==> src/rtl/diff_add_mul_seq.sv <==
// diff_add_mul_seq: r = |i - j| + k (op=0) or |i - j| * k (op=1).
// The multiply is a digit-serial shift-add. Results are truncated or saturated to W bits.
// Valid/ready handshakes are used on both the input and the output side.
module diff_add_mul_seq #(
    parameter int unsigned W     = 8,
    parameter int unsigned DIGIT = 4,
    parameter int unsigned SAT   = 0
) (
    input  logic         clk,
    input  logic         rst,
    input  logic         in_valid,
    output logic         in_ready,
    input  logic [W-1:0] i,
    input  logic [W-1:0] j,
    input  logic [W-1:0] k,
    input  logic         op,
    output logic         out_valid,
    input  logic         out_ready,
    output logic [W-1:0] vo,
    output logic         ovf
);

    localparam int unsigned N  = W / DIGIT;
    localparam int unsigned CW = (N > 1) ? $clog2(N) : 1;
    localparam int unsigned AW = 2 * W;
    localparam int unsigned IW = $clog2(W);

    typedef enum logic [1:0] {
        IDLE = 2'd0,
        CALC = 2'd1,
        DONE = 2'd2
    } state_t;

    state_t          state_q, state_d;
    logic [W-1:0]    d_q, d_d;
    logic [W-1:0]    k_q, k_d;
    logic            op_q, op_d;
    logic [CW-1:0]   cnt_q, cnt_d;
    logic [AW-1:0]   acc_q, acc_d;
    logic [W-1:0]    vo_q, vo_d;
    logic            ovf_q, ovf_d;

    logic            accept;
    logic [W-1:0]    diff_in;
    logic [IW-1:0]   base;
    logic [DIGIT-1:0] digit;
    logic [AW-1:0]   pp;
    logic [W:0]      sum;
    logic [AW-1:0]   full;
    logic            done_now;

    assign in_ready  = (state_q == IDLE) || ((state_q == DONE) && out_ready);
    assign out_valid = (state_q == DONE);
    assign vo        = vo_q;
    assign ovf       = ovf_q;
    assign accept    = in_valid && in_ready;

    // Datapath helpers: operand difference, current multiplier digit and its partial product.
    always_comb begin
        diff_in = (i >= j) ? (i - j) : (j - i);
        base    = IW'(DIGIT * cnt_q);
        digit   = k_q[base +: DIGIT];
        pp      = (AW'(d_q) * AW'(digit)) << base;
        sum     = (W + 1)'(d_q) + (W + 1)'(k_q);
    end

    // Next-state, operand capture, accumulation and result formation.
    always_comb begin
        state_d  = state_q;
        d_d      = d_q;
        k_d      = k_q;
        op_d     = op_q;
        cnt_d    = cnt_q;
        acc_d    = acc_q;
        vo_d     = vo_q;
        ovf_d    = ovf_q;
        full     = '0;
        done_now = 1'b0;

        unique case (state_q)
            IDLE: begin
                if (accept) begin
                    d_d     = diff_in;
                    k_d     = k;
                    op_d    = op;
                    cnt_d   = '0;
                    acc_d   = '0;
                    state_d = CALC;
                end
            end
            CALC: begin
                if (!op_q) begin
                    full     = AW'(sum);
                    done_now = 1'b1;
                end else if ((d_q == '0) || (k_q == '0)) begin
                    acc_d    = '0;
                    full     = '0;
                    done_now = 1'b1;
                end else begin
                    acc_d = acc_q + pp;
                    full  = acc_d;
                    if (cnt_q == CW'(N - 1)) begin
                        done_now = 1'b1;
                        cnt_d    = '0;
                    end else begin
                        cnt_d = cnt_q + CW'(1);
                    end
                end
                if (done_now) begin
                    ovf_d   = |full[AW-1:W];
                    vo_d    = ((SAT != 0) && ovf_d) ? {W{1'b1}} : full[W-1:0];
                    state_d = DONE;
                end
            end
            DONE: begin
                if (out_ready) begin
                    ovf_d = 1'b0;
                    if (accept) begin
                        d_d     = diff_in;
                        k_d     = k;
                        op_d    = op;
                        cnt_d   = '0;
                        acc_d   = '0;
                        state_d = CALC;
                    end else begin
                        state_d = IDLE;
                    end
                end
            end
            default: begin
                state_d = IDLE;
            end
        endcase
    end

    // State and datapath registers with synchronous reset.
    always_ff @(posedge clk) begin
        if (rst) begin
            state_q <= IDLE;
            d_q     <= '0;
            k_q     <= '0;
            op_q    <= 1'b0;
            cnt_q   <= '0;
            acc_q   <= '0;
            vo_q    <= '0;
            ovf_q   <= 1'b0;
        end else begin
            state_q <= state_d;
            d_q     <= d_d;
            k_q     <= k_d;
            op_q    <= op_d;
            cnt_q   <= cnt_d;
            acc_q   <= acc_d;
            vo_q    <= vo_d;
            ovf_q   <= ovf_d;
        end
    end

endmodule

==> config.mk <==
export PLATFORM = sky130hd
export DESIGN_NAME = diff_add_mul_seq
export DESIGN_NICKNAME = d
export VERILOG_FILES = /design/src/rtl/diff_add_mul_seq.sv
export SDC_FILE = /design/constraint.sdc
export NUM_CORES = 1
export LEC_CHECK = 0
export CORE_ASPECT_RATIO = 0.8
export CORE_MARGIN = 2
export CORE_UTILIZATION = 54
export DETAILED_ROUTE_END_ITERATION = 7
export PLACE_DENSITY = 0.89
export REMOVE_ABC_BUFFERS = 1
export SLEW_MARGIN = 10
export SYNTH_ARGS = -nofsm -noshare
export SYNTH_HDL_FRONTEND = slang
export SYNTH_SLANG_ARGS = --single-unit
==> constraint.sdc <==
create_clock -name clk -period 6 [get_ports clk]
set_input_delay 1.2 -clock clk [delete_from_list [all_inputs] [get_ports clk]]
set_output_delay 1.2 -clock clk [all_outputs]
set_load 0.05 [all_outputs]
==> run summary <==
- signed area change from the synthesized netlist to the final layout: 14.0%
- gr usage total: 25.6%
- Yosys warnings: 0
- initial standard-cell utilization of the core: 56.2%
- multi-input combinational cell area: 3350 um2
- Max-Cap Viols: 0
- aggregate global routing overflow: 0
- start point of the worst hold path: acc_q[7]$_SDFFE_PP0P_
- maximum root-to-sink buffer count: 2
- Period Utilization, post-route: 94.5%
- crit path time final: 5.67 ns
- skew final: 0.0126 ns
- first drt pass iteration count: 8
- antenna violation net count after detailed routing: 0
- maximum number of pins on one net before global-route repair: 40
- First DRT Iteration DRCs: 477
- Worst IR Drop VDD: 0.113 mV
- number of sinks on the clock net: 45
- leakage power of the design: 2.36 nW
- final core area utilization: 64.1%
- post-cts hold buffer count: 0
- number of port buffers: 39
- cell count of the worst hold path: 2
- power per cell area: 175 nW/um2
- Worst path max stage delay: 0.54 ns
- via count of the first global-routing pass: 4059
- Worst-path clk slew: 0.10 ns
- cell depth of the worst flop-to-flop path: 20
- Post-synth EDFFs: 0
- CP max-delay cell: sky130_fd_sc_hd__a2111oi_0
- worst flop-to-flop path startpoint: k_q[2]$_SDFFE_PP0P_
- RSZ-0062 raised after global routing: no
- number of antenna repair diodes: 0
- run status: finished with violations
- Worst Slack Setup Final: 0.329 ns
- register bit total from synthesis: 45
- top cells by area, synth: sky130_fd_sc_hd__dfxtp_1, sky130_fd_sc_hd__ha_1, sky130_fd_sc_hd__fa_1
- number of placement rows: 29
- worst slack after detailed placement: 0.218 ns
- CTS tree: done
- Vias: 4340
- post-synthesis area per instance: 7.98 um2
- most frequently used cell type in the post-synthesis netlist: sky130_fd_sc_hd__nand2_1
- Tightest Hold Check Type: reg -> reg
- number of clock buffers inserted by TritonCTS: 5
- Slew headroom: 26.8%
- final hold viol count: 0
- Die H: 85.7 um
- insertion delay of the later-clocked pin in the worst-skew pair: 0.32 ns
- Min-Delay Endpoint: acc_q[7]$_SDFFE_PP0P_
- area of the die: 9100 um2
- Setup CP Type: reg -> reg
- post-synthesis instance area: 4510 um2
- setup slack of the most critical reg-to-reg path: 0.33 ns
- buffers and inverters on the worst path: 2
- type of element capturing the critical path: flop
- f_max: 176 MHz
- Final nets: 698
- Post-synth top flop: sky130_fd_sc_hd__dfxtp_1
- arrival time of data at the critical path endpoint: 5.87 ns
- share of layout cells above drive strength 1: 5.00%
- total routed wirelength: 11800 um
- endpoint of the worst register-to-register path: ovf$_SDFFE_PP0P_
- Seq/Total Area, Yosys: 20.0%
- startpoint class of the critical path: flop
- failing checks: DRC
- remaining design rule violation count: 5
- final number of setup-violating endpoints: 0
- Yosys cell types: 64
- most frequent cells after synthesis: sky130_fd_sc_hd__nand2_1, sky130_fd_sc_hd__ha_1, sky130_fd_sc_hd__inv_1
- slew at the pin closest to its max-slew limit: 1.09 ns
- per-cell via count in the routed design: 6.13
- mean routed wirelength per cell: 16.6 um
- number of fill cells: 643
- # IOs: 40
- register cell area after layout: 902 um2
- half-perimeter wire length of the detailed placement result: 8850 um
- critical path, cell by cell: mux2i_1, buf_4, nand2b_1, fa_1, inv_1, fa_1, fa_1, a21o_1, a21oi_1, xnor2_1, o21ai_0, ha_1, a2111oi_0, o21ai_1, or3b_4, o41ai_4, or3_1, and3_1, nor3b_2, a41oi_1
- Synth async-reset ratio: 0%
- required time reported for the critical path endpoint: 6.19 ns
- core region area: 8020 um2
- antenna violations before repair: 0
- die width: 106 um
- synthesized netlist cell count: 565
- most area-hungry cell type in the Yosys netlist: sky130_fd_sc_hd__dfxtp_1
- Critical Path Fanout Max: 8
- max-slew violation count: 0
- Synth top area share: 20.0%
- global-route wire length before repair: 19200 um
- post-route setup TNS: 0 ns
- CTS HTree Levels: 2
- cell at the root of the clock tree: sky130_fd_sc_hd__clkbuf_8
- worst hold slack: 0.466 ns
- cell family with the largest share of critical-path delay: adder cells
- cell with the most instances on the worst path: sky130_fd_sc_hd__fa_1
- RePlAce Congestion: 1.02
[how the worst max path moves through the flow]
stage / to / from / slack (ns) / cells past startpoint
2_1_floorplan: ovf$_SDFFE_PP0P_ / cnt_q$_SDFFE_PP0P_ / 0.40 / 23
3_3_place_gp: ovf$_SDFFE_PP0P_ / cnt_q$_SDFFE_PP0P_ / 0.48 / 23
3_5_place_dp: ovf$_SDFFE_PP0P_ / cnt_q$_SDFFE_PP0P_ / 0.22 / 23
4_1_cts: ovf$_SDFFE_PP0P_ / cnt_q$_SDFFE_PP0P_ / 0.14 / 23
5_1_grt: ovf$_SDFFE_PP0P_ / k_q[2]$_SDFFE_PP0P_ / 0.02 / 23
6_report: ovf$_SDFFE_PP0P_ / k_q[2]$_SDFFE_PP0P_ / 0.33 / 20
[registers in the layout, indices dropped and copies added (netlist names)]
register,cells
acc_q,16
d_q,8
k_q,8
vo,8
state_q,2
cnt_q,1
op_q,1
ovf,1
[worst reg2reg max path, cell delays in order (launching register included)]
cell                        delay [ns]
sky130_fd_sc_hd__dfxtp_1          0.42
sky130_fd_sc_hd__mux2i_1          0.11
sky130_fd_sc_hd__buf_4            0.18
sky130_fd_sc_hd__nand2b_1         0.16
sky130_fd_sc_hd__fa_1             0.51
sky130_fd_sc_hd__inv_1            0.06
sky130_fd_sc_hd__fa_1             0.53
sky130_fd_sc_hd__fa_1             0.49
sky130_fd_sc_hd__a21o_1           0.20
sky130_fd_sc_hd__a21oi_1          0.21
sky130_fd_sc_hd__xnor2_1          0.20
sky130_fd_sc_hd__o21ai_0          0.14
sky130_fd_sc_hd__ha_1             0.37
sky130_fd_sc_hd__a2111oi_0        0.54
sky130_fd_sc_hd__o21ai_1          0.17
sky130_fd_sc_hd__or3b_4           0.32
sky130_fd_sc_hd__o41ai_4          0.10
sky130_fd_sc_hd__or3_1            0.32
sky130_fd_sc_hd__and3_1           0.21
sky130_fd_sc_hd__nor3b_2          0.19
sky130_fd_sc_hd__a41oi_1          0.13
[per-stage QoR]
| step | total power [mW] | cell area [um2] | std cells |
|---|---|---|---|
| floorplan | 0.537 | 4430 | 547 |
| global placement | 0.626 | 5000 | 700 |
| detailed placement | 0.636 | 5000 | 700 |
| CTS | 0.887 | 5120 | 708 |
| global route | 0.940 | 5140 | 708 |
| finish | 0.897 | 5140 | 708 |
[layout by cell type, fill, tap and decap left out, drive strengths merged, types with 4 or more instances in the layout]
cell type	count
a22oi	9
nor2b	27
nor2	42
clkbuf	5
and2	10
o21ai	31
inv	51
dfxtp	45
mux2i	9
buf	6
o21bai	7
fa	16
nor3	7
xor2	7
clkdlybuf4s50	39
a21o	12
nand2	59
xnor2	20
a21oi	50
ha	54
o21a	4
a211oi	8
nand3	18
nand2b	5
[routing by layer]
layer | track usage, % | part of all wire [%]
met3 | 3.04 | 7.3
met5 | 0 | 0
met1 | 36.8 | 45
met2 | 40.6 | 45
met4 | 7.42 | 2.4
[report_power, final]
group          leakage [nW]  switching (mW)  internal (mW)
sequential            0.367          0.0237          0.315
combinational          1.93           0.181          0.123
clock                0.0603           0.126          0.128
total                  2.36           0.331          0.566
[logic make-up after synthesis]
group	share of synthesized area, %
flip-flops	20.0
multiplexers	2.75
XOR/XNOR	5.77
adder cells (fa/ha/maj)	22.1
AO/OA/AOI/OAI	22.9
AND/OR/NAND/NOR	20.5
buffers and inverters	5.97
[layout make-up]
class                      instances  share of cell area, %
multi-input combinational        450                   65.2
sequential                        45                   17.6
timing repair buffer              45                   8.48
inverter                          52                   3.80
tap                              108                   2.63
clock buffer                       5                   1.34
clock inverter                     3                  0.974
[repair_timing]
action,in CTS,in global routing
buffers inserted,0,0
resized for setup,0,3
setup endpoints to repair,0,3
endpoints found under the hold margin,0,0
No activity file was read; power rests on OpenSTA's default activity.
